[src/rtl/digit_pkg.sv]
// ----------------------------------------------------------------------------
// digit_pkg
// Shared definitions for the sequential binary-to-decimal display converter:
//   - 7-segment patterns (active-low, bit 0 = segment a ... bit 6 = segment g)
//   - the BCD nibble value used to flag an out-of-range result
//   - the converter state encoding
//   - pow10(), used to compute the overflow limit at elaboration time
// ----------------------------------------------------------------------------
package digit_pkg;

   typedef enum logic [1:0] {
      IDLE   = 2'd0,
      SHIFT  = 2'd1,
      FINISH = 2'd2
   } conv_state_t;

   localparam logic [6:0] SEG_ZERO  = 7'b1000000;
   localparam logic [6:0] SEG_ONE   = 7'b1111001;
   localparam logic [6:0] SEG_TWO   = 7'b0100100;
   localparam logic [6:0] SEG_THREE = 7'b0110000;
   localparam logic [6:0] SEG_FOUR  = 7'b0011001;
   localparam logic [6:0] SEG_FIVE  = 7'b0010010;
   localparam logic [6:0] SEG_SIX   = 7'b0000010;
   localparam logic [6:0] SEG_SEVEN = 7'b1111000;
   localparam logic [6:0] SEG_EIGHT = 7'b0000000;
   localparam logic [6:0] SEG_NINE  = 7'b0010000;
   localparam logic [6:0] SEG_DASH  = 7'b0111111;
   localparam logic [6:0] SEG_BLANK = 7'b1111111;

   localparam logic [3:0] BCD_OVF = 4'hF;

   // 10^n as a 64-bit constant; DIGITS tops out at 8, so this never wraps.
   function automatic logic [63:0] pow10(input int n);
      logic [63:0] r;
      r = 64'd1;
      for (int i = 0; i < n; i++) begin
         r = r * 64'd10;
      end
      return r;
   endfunction

endpackage

[src/rtl/seg7_encoder.sv]
// ----------------------------------------------------------------------------
// seg7_encoder
// Combinational BCD nibble to active-low 7-segment pattern.
// Ports:
//   nibble   in  4  BCD digit (0-9), or BCD_OVF to request a dash
//   segments out 7  active-low pattern, bit 0 = segment a
// ----------------------------------------------------------------------------
module seg7_encoder
   import digit_pkg::*;
(
   input  logic [3:0] nibble,
   output logic [6:0] segments
);

   // Anything outside 0-9 can only be the overflow marker, so it shows a dash.
   always_comb begin
      segments = SEG_DASH;
      case (nibble)
         4'd0:    segments = SEG_ZERO;
         4'd1:    segments = SEG_ONE;
         4'd2:    segments = SEG_TWO;
         4'd3:    segments = SEG_THREE;
         4'd4:    segments = SEG_FOUR;
         4'd5:    segments = SEG_FIVE;
         4'd6:    segments = SEG_SIX;
         4'd7:    segments = SEG_SEVEN;
         4'd8:    segments = SEG_EIGHT;
         4'd9:    segments = SEG_NINE;
         default: segments = SEG_DASH;
      endcase
   end

endmodule

[src/rtl/seq_digit_converter.sv]
// ----------------------------------------------------------------------------
// seq_digit_converter
// Iterative (double-dabble, one bit per clock) binary to packed-BCD converter
// with 7-segment outputs and explicit overflow indication.
// Parameters:
//   BIN_W   width of the unsigned binary input (1..32)
//   DIGITS  number of decimal digits produced (1..8)
// Ports:
//   CLK       in   1          system clock, rising edge
//   RESET     in   1          asynchronous active-high reset
//   START     in   1          single-cycle request, BIN_IN captured same edge
//   BIN_IN    in   BIN_W      value to convert
//   BUSY      out  1          conversion in progress
//   DONE      out  1          one-cycle pulse when results update
//   OVERFLOW  out  1          last value was >= 10^DIGITS
//   BCD_OUT   out  4*DIGITS   packed BCD, units in [3:0]
//   SEGMENTS  out  7*DIGITS   active-low patterns, units in [6:0]
// Optional build macro:
//   LEADING_ZERO_BLANK_EN  blank zero digits above the most significant
//                          nonzero digit (units digit always shown)
// ----------------------------------------------------------------------------
module seq_digit_converter
   import digit_pkg::*;
#(
   parameter int BIN_W  = 7,
   parameter int DIGITS = 2
)
(
   input  logic                  CLK,
   input  logic                  RESET,
   input  logic                  START,
   input  logic [BIN_W-1:0]      BIN_IN,
   output logic                  BUSY,
   output logic                  DONE,
   output logic                  OVERFLOW,
   output logic [4*DIGITS-1:0]   BCD_OUT,
   output logic [7*DIGITS-1:0]   SEGMENTS
);

   localparam int          ACC_W = 4 * DIGITS;
   localparam int          CNT_W = $clog2(BIN_W + 1);
   localparam logic [63:0] LIMIT = pow10(DIGITS);

   conv_state_t        state, next_state;
   logic [BIN_W-1:0]   shift_reg;
   logic [ACC_W-1:0]   acc;
   logic [ACC_W-1:0]   acc_adj;
   logic [ACC_W-1:0]   bcd_reg;
   logic [CNT_W-1:0]   bit_cnt;
   logic               ovf_pending;
   logic               ovf_reg;
   logic               done_reg;
   logic               load;
   logic               step;
   logic               finish;
   logic [DIGITS-1:0]  blank_mask;
   logic [7*DIGITS-1:0] enc_seg;

   // State register.
   always_ff @(posedge CLK or posedge RESET) begin
      if (RESET) begin
         state <= IDLE;
      end else begin
         state <= next_state;
      end
   end

   // Next-state and datapath control. START outside IDLE is simply not
   // looked at, which is what keeps an in-flight conversion undisturbed.
   always_comb begin
      next_state = state;
      load       = 1'b0;
      step       = 1'b0;
      finish     = 1'b0;
      case (state)
         IDLE: begin
            if (START) begin
               load       = 1'b1;
               next_state = SHIFT;
            end
         end
         SHIFT: begin
            step = 1'b1;
            if (bit_cnt == CNT_W'(1)) begin
               next_state = FINISH;
            end
         end
         FINISH: begin
            finish     = 1'b1;
            next_state = IDLE;
         end
         default: next_state = IDLE;
      endcase
   end

   // Double-dabble correction: any nibble >= 5 gets +3 so the following
   // left shift carries correctly into the next decimal digit.
   always_comb begin
      acc_adj = acc;
      for (int i = 0; i < DIGITS; i++) begin
         if (acc[4*i +: 4] >= 4'd5) begin
            acc_adj[4*i +: 4] = acc[4*i +: 4] + 4'd3;
         end
      end
   end

   // Datapath. Overflow is decided from the captured value up front, so the
   // accumulator's top-nibble carry-out can be thrown away by the shift, and
   // the iteration always runs the full BIN_W steps regardless of data.
   always_ff @(posedge CLK or posedge RESET) begin
      if (RESET) begin
         shift_reg   <= '0;
         acc         <= '0;
         bit_cnt     <= '0;
         ovf_pending <= 1'b0;
         bcd_reg     <= '0;
         ovf_reg     <= 1'b0;
         done_reg    <= 1'b0;
      end else begin
         done_reg <= 1'b0;
         if (load) begin
            shift_reg   <= BIN_IN;
            acc         <= '0;
            bit_cnt     <= CNT_W'(BIN_W);
            ovf_pending <= (64'(BIN_IN) >= LIMIT);
         end
         if (step) begin
            acc       <= (acc_adj << 1) | ACC_W'(shift_reg[BIN_W-1]);
            shift_reg <= shift_reg << 1;
            bit_cnt   <= bit_cnt - CNT_W'(1);
         end
         if (finish) begin
            bcd_reg  <= ovf_pending ? {DIGITS{BCD_OVF}} : acc;
            ovf_reg  <= ovf_pending;
            done_reg <= 1'b1;
         end
      end
   end

`ifdef LEADING_ZERO_BLANK_EN
   logic leading;

   // Walk from the top digit down; zeros are blanked until the first nonzero
   // digit. Digit 0 is outside the loop so it is always displayed.
   always_comb begin
      blank_mask = '0;
      leading    = 1'b1;
      for (int i = DIGITS - 1; i > 0; i--) begin
         if (leading && (bcd_reg[4*i +: 4] == 4'd0)) begin
            blank_mask[i] = 1'b1;
         end else begin
            leading = 1'b0;
         end
      end
   end
`else
   assign blank_mask = '0;
`endif

   // One encoder per digit, driven from the registered result so the display
   // holds the last conversion between runs.
   for (genvar g = 0; g < DIGITS; g++) begin : g_digit
      seg7_encoder u_enc (
         .nibble   (bcd_reg[4*g +: 4]),
         .segments (enc_seg[7*g +: 7])
      );
      assign SEGMENTS[7*g +: 7] = blank_mask[g] ? SEG_BLANK : enc_seg[7*g +: 7];
   end

   assign BUSY     = (state != IDLE);
   assign DONE     = done_reg;
   assign OVERFLOW = ovf_reg;
   assign BCD_OUT  = bcd_reg;

endmodule

[config.mk]
export PLATFORM = sky130hd
export DESIGN_NAME = seq_digit_converter
export DESIGN_NICKNAME = d
export VERILOG_FILES = /design/src/rtl/digit_pkg.sv /design/src/rtl/seg7_encoder.sv /design/src/rtl/seq_digit_converter.sv
export SDC_FILE = /design/constraint.sdc
export NUM_CORES = 1
export LEC_CHECK = 0
export CAP_MARGIN = 10
export CORE_AREA = 2 2 76 56
export CTS_CLUSTER_SIZE = 20
export DETAILED_ROUTE_END_ITERATION = 10
export DIE_AREA = 0 0 78 58
export PLACE_DENSITY = 0.84
export SYNTH_ARGS = -nofsm -noshare
export SYNTH_HDL_FRONTEND = slang
export SYNTH_SLANG_ARGS = --single-unit
[constraint.sdc]
create_clock -name CLK -period 1.9 [get_ports CLK]
set_clock_uncertainty 0.15 [all_clocks]
set_input_delay 0.19 -clock CLK [delete_from_list [all_inputs] [get_ports CLK]]
set_output_delay 0.19 -clock CLK [all_outputs]
set_load 0.01 [all_outputs]
* After elaboration in Yosys (flattened, before gate mapping) *
Memory sizes are Yosys's and may differ from the RTL's.
Index checks and enable logic that the tools add are counted.

storage, ports and cells
  register bits after elaboration = 31
  ROM bits = 224
  input bits = 10
  logic and storage cells = 43
  memories kept = 2

memories
  memory            words  bits a word  read ports  clocked after Yosys merged registers in  write ports  RTL line            source
  (name not given)  16     7            1           0                                        0            seg7_encoder.sv:18  case (nibble)
  (name not given)  16     7            1           0                                        0            seg7_encoder.sv:18

cells by class
  $add $sub $neg = 3
  magnitude comparators = 3
  equal/unequal tests = 5
  mux-type cells = 17
  bitwise gates (word level) = 1
  reductions and logical operators = 4

operators by type and width
  cell                                                                count
  2-to-1 mux 8 bit                                                    3
  2-to-1 mux 7 bit                                                    2
  2-to-1 mux 3 bit                                                    3
  greater-or-equal comparator 4 x 3 -> 1 bit (second input constant)  2
  bitwise OR 8 x 1 -> 8 bit                                           1
  greater-or-equal comparator 7 bit (second input constant)           1
  2-to-1 mux 1 bit                                                    5
  adder 4 x 2 -> 4 bit (second input constant)                        1
  2-to-1 mux 2 bit                                                    2
  2-to-1 mux 4 bit                                                    1
  inequality test 2 bit (second input constant)                       2
  one-hot mux 2 bit (2 select lines)                                  1
  nonzero test 2 bit                                                  2
  adder 3 x 2 -> 3 bit (second input constant)                        1
  equality test 3 x 1 -> 1 bit (second input constant)                1
  subtractor 3 x 1 -> 3 bit (second input constant)                   1
  equality test 2 x 1 -> 1 bit (second input constant)                1
  equality test 2 bit (second input constant)                         1
  zero test 2 bit                                                     1
  AND reduction 2 bit                                                 1

* Depth between registers and ports, before layout *
  depth in word-level cells = 4
  mapped depth = 5
  depth with buffers taken out = 5

* By module *
From an unflattened synthesis, not the netlist that was laid out.

unflattened totals
  cell total of the unflattened synthesis = 217
  area total of the unflattened synthesis = 1919.3 um2

by module, submodules not included
  module                           times used  cells each  area each (um2)  seq. area each (um2)
  seq_digit_converter              1           155         1465.2           775.7
  seg7_encoder (g_digit[1].u_enc)  1           31          230.2            0.0
  seg7_encoder (g_digit[0].u_enc)  1           31          224.0            0.0

* Worst setup path after synthesis *
Ideal clock, no wire load.

  path type = register -> output
  start point = reg bcd_reg[1] (netlist: BCD_OUT[1])
  end point = out SEGMENTS[0]
  data arrival time = 1.240 ns
  required time = 1.560 ns
  slack = 0.320 ns
  cell stages (with the launch flop) = 6
  path through = dfrtp_1 > inv_1 > ha_1 > or2_2 > a21oi_1 > a31oi_1

on the way
  cells in the longest elaborated chain, start to end = 1

RTL lines
  what                    RTL line                    source
  from (decl)             seq_digit_converter.sv:48   logic [ACC_W-1:0] bcd_reg;
  from (signal assigned)  seq_digit_converter.sv:133  bcd_reg <= ovf_pending ? {DIGITS{BCD_OVF}} : acc;
  memory (16 x 7 bit)     n/a
  to (decl)               seq_digit_converter.sv:37   output logic [7*DIGITS-1:0] SEGMENTS

No other way between the ends.

* Final worst setup path *
  start point = reg bcd_reg[4] (netlist: BCD_OUT[4])
  end point = out SEGMENTS[7]

Same word-level chain as after synthesis.

==> results.py <==
metrics = {
    "synthesis": {
        "syn_avg_cell_area_sq_um": 8.89,
        "syn_nets": 242,
        "yosys_warnings": 0,
        "syn-instance-count": 216,
        "synth.distinct_cells": 35,
        "yosysSeqAreaShare_pct": 40.4,
        "ys_seq_elements": 31,
        "synth_area_sq_um": 1920,
    },
    "grt": {
        "grtUsageMet1_pct": 26.3,
        "use_met2_pct": 31.2,
        "grt_first_pass_wirelength_mm": 6.89,
        "grt_antenna_before_repair": 0,
        "grt_max_degree": 32,
        "use_met3_pct": 5.92,
        "gr-total-overflow": 0,
        "grtUsageTotal_pct": 19.7,
        "grt_pass1_vias": 1509,
        "top_usage_layer": "met2",
    },
    "cells_and_area": {
        "final_cell_mix": "dfrtp_1 (30), buf_4 (24), o21ai_0 (22), clkdlybuf4s50_1 (20), inv_1 (19)",
        "area_growth_pct": 32.8,
        "multi_input_area_sq_um": 1020,
        "fin_cells": 323,
        "fillCellCount": 311,
        "finish.utilization_pct": 67.0,
        "layout_commonest_cell": "dfrtp_1",
        "nets": 296,
        "num_antenna_cells": 0,
        "regArea_sq_um": 777,
        "layout-drive-gt1-share_pct": 21.8,
    },
    "flow_run": {
        "max-cap-violations": 0,
    },
    "clocking": {
        "htreeDepth": 2,
        "cts-root-buf": "clkbuf_8",
        "cts_hold_buf": 0,
        "path_clk_slew_ps": 60,
        "clock_sinks": 31,
        "clk_latency_ps": 280,
        "clock_path_buffers": 2,
        "cts_tree": "done",
        "cts_made_buffers": 5,
    },
    "setup_path": {
        "critPathSlowestCell": "dfrtp_1",
        "worst-r2r-setup-slack_ps": 310,
        "path_cells": "buf_4 > ha_4 > or2_4 > a21oi_2 > a31oi_1 > buf_2",
        "crit_required_ps": 1560,
        "crit_type": "reg2out",
        "arrival_ps": 1550,
        "cp_slowest_stage_delay_ps": 410,
        "rr_worst_depth": 5,
        "start_kind": "register",
        "rr_startpoint": "acc[0]$_DFFE_PP0P_",
        "cp_max_fo": 3,
        "path_buf_inv": 2,
        "rr_endpoint": "acc[4]$_DFFE_PP0P_",
        "endpoint_kind": "primary output",
        "path_delay_family": "flip-flops",
    },
    "sta": {
        "maxClockFrequency_ghz": 0.528,
        "tightest_slew_ps": 389,
        "finalMaxSlewViolations": 0,
        "hold_violations": 0,
        "finalSetupViolCount": 0,
        "hold_ws_ps": 134,
        "fin_tns_setup_ps": 0,
        "post-route-min-period_ps": 1890,
        "slew_headroom_pct": 74.1,
        "finalCritPeriodShare_pct": 99.7,
        "rsz0062_at_grt": "yes",
    },
    "floorplan": {
        "start_util_pct": 50.5,
        "num_io_pins": 35,
        "chipHeight_um": 58,
        "dieArea_sq_um": 4520,
        "chipWidth_um": 78,
        "core-area_sq_um": 3800,
        "core.rowCount": 19,
    },
    "routing": {
        "wl_per_cell_um": 13.1,
        "wirelength_mm": 4.24,
        "drt-pass1-iter-count": 4,
        "routed_via_density": 5.25,
        "drt-initial-drc-count": 120,
        "num_vias": 1695,
        "drc": 0,
        "ant_nets": 0,
    },
    "status": {
        "status": "completed",
    },
    "placed_design": {
        "io_buffers": 34,
        "dp.final_hpwl_mm": 2.95,
        "place.gp.congestion": 0.915,
        "dp_cells": 309,
    },
    "worst_hold_path": {
        "min_path_type": "in2async",
    },
    "pwr": {
        "leakage_nw": 1.18,
        "power_mw": 4.42,
        "p_per_area_nw_per_um2": 1740,
        "ir_worst_vdd_v": 0.00102,
    },
}
where the power goes:
part           leakage [nW]  total (mW)  switching (mW)  internal [mW]
combinational         0.728        2.53            1.28           1.26
clock                0.0612       0.669           0.245          0.424
sequential            0.396        1.22           0.299          0.924
total                  1.18        4.42            1.82           2.60
synth_stat cells:
cell / count / share of area, %
o21ai_1: 1 / 0.26
or2b_1: 1 / 0.39
nor2_1: 6 / 1.2
o22ai_1: 2 / 0.65
and3_1: 1 / 0.33
nor3_1: 6 / 1.6
nor2b_2: 1 / 0.46
or2_2: 3 / 0.98
a31oi_1: 5 / 1.6
nand2b_1: 8 / 2.6
clkbuf_1: 5 / 0.98
o2111ai_1: 4 / 1.8
nor2b_1: 9 / 2.9
nand3b_1: 3 / 1.2
a22o_1: 3 / 1.4
inv_1: 23 / 4.5
xnor2_1: 1 / 0.46
a21oi_1: 17 / 4.4
o311ai_0: 1 / 0.46
dfrtp_1: 31 / 40
o21ai_0: 26 / 6.8
buf_6: 1 / 0.59
o211ai_1: 4 / 1.6
buf_2: 2 / 0.52
o21a_1: 2 / 0.78
buf_4: 2 / 0.78
buf_8: 1 / 0.78
o21bai_1: 1 / 0.39
buf_1: 1 / 0.20
and2b_1: 1 / 0.39
mux2_2: 1 / 0.59
o31ai_1: 4 / 1.6
ha_1: 16 / 10
a22oi_1: 8 / 3.1
nand2_1: 15 / 2.9
per-stage QoR:
| stage | cell area, sq um | worst slack (ps) |
|---|---|---|
| after floorplan | 1920 | 320 |
| after global placement | 2390 | 9.03 |
| after detailed placement | 2390 | -44.8 |
| after CTS | 2550 | 0.543 |
| after global routing | 2550 | -40.9 |
| final | 2550 | 5.73 |
worst register-to-register path, delay by kind of cell, from the launching register on:
family	cells	cell delay [ps]
simple gates	1	170
compound gates	2	430
fa+ha+maj	1	230
flops	1	450
buf+inv	1	90
per-layer routing:
layer	up-vias	part of all wire, %	wire [um]
met5	-	0	0
met1	792	48	2050
met2	41	47	1990
met3	2	4.3	181
met4	0	0.54	23
li1	860	-	-
how the worst max path moves through the flow:
stage | start | to | slack [ps] | depth (start not counted)
3_3_place_gp | BCD_OUT[0]$_DFFE_PP0P_ | SEGMENTS[3] | 9 | 5
4_1_cts | BCD_OUT[1]$_DFFE_PP0P_ | SEGMENTS[0] | 0.5 | 6
6_report | BCD_OUT[4]$_DFFE_PP0P_ | SEGMENTS[7] | 6 | 6
5_1_grt | BCD_OUT[4]$_DFFE_PP0P_ | SEGMENTS[7] | -40 | 6
2_1_floorplan | BCD_OUT[1]$_DFFE_PP0P_ | SEGMENTS[0] | 320 | 5
3_5_place_dp | BCD_OUT[1]$_DFFE_PP0P_ | SEGMENTS[0] | -40 | 6
cell type report:
cell class / count / area share, %
clock buffer: 6 / 3.24
clock inverter: 2 / 1.37
inverter: 23 / 3.58
multi-input combinational: 150 / 40.2
sequential: 31 / 30.5
tap: 52 / 2.55
timing repair buffer: 59 / 18.6
cells by family (layout without fill, tap and decap cells):
logic type	Yosys count	count (layout)	share of synthesized area (%)
AOI/OAI and AO/OA	78	78	24.8
and+or+nand+nor	54	54	14.9
buffers and inverters	35	90	8.34
DFF	31	31	40.4
adders and majority gates	16	16	10.4
xor gates and xnor gates	1	1	0.456
muxes	1	1	0.587
what timing repair did:
item | 4_1_cts | 5_1_grt
buffers inserted | 4 | 2
endpoints found under the setup margin | 14 | 14
resized for setup | 44 | 20
cloned | 0 | 0
pin swaps | 1 | 3
No activity file was read; power rests on OpenSTA's default activity.
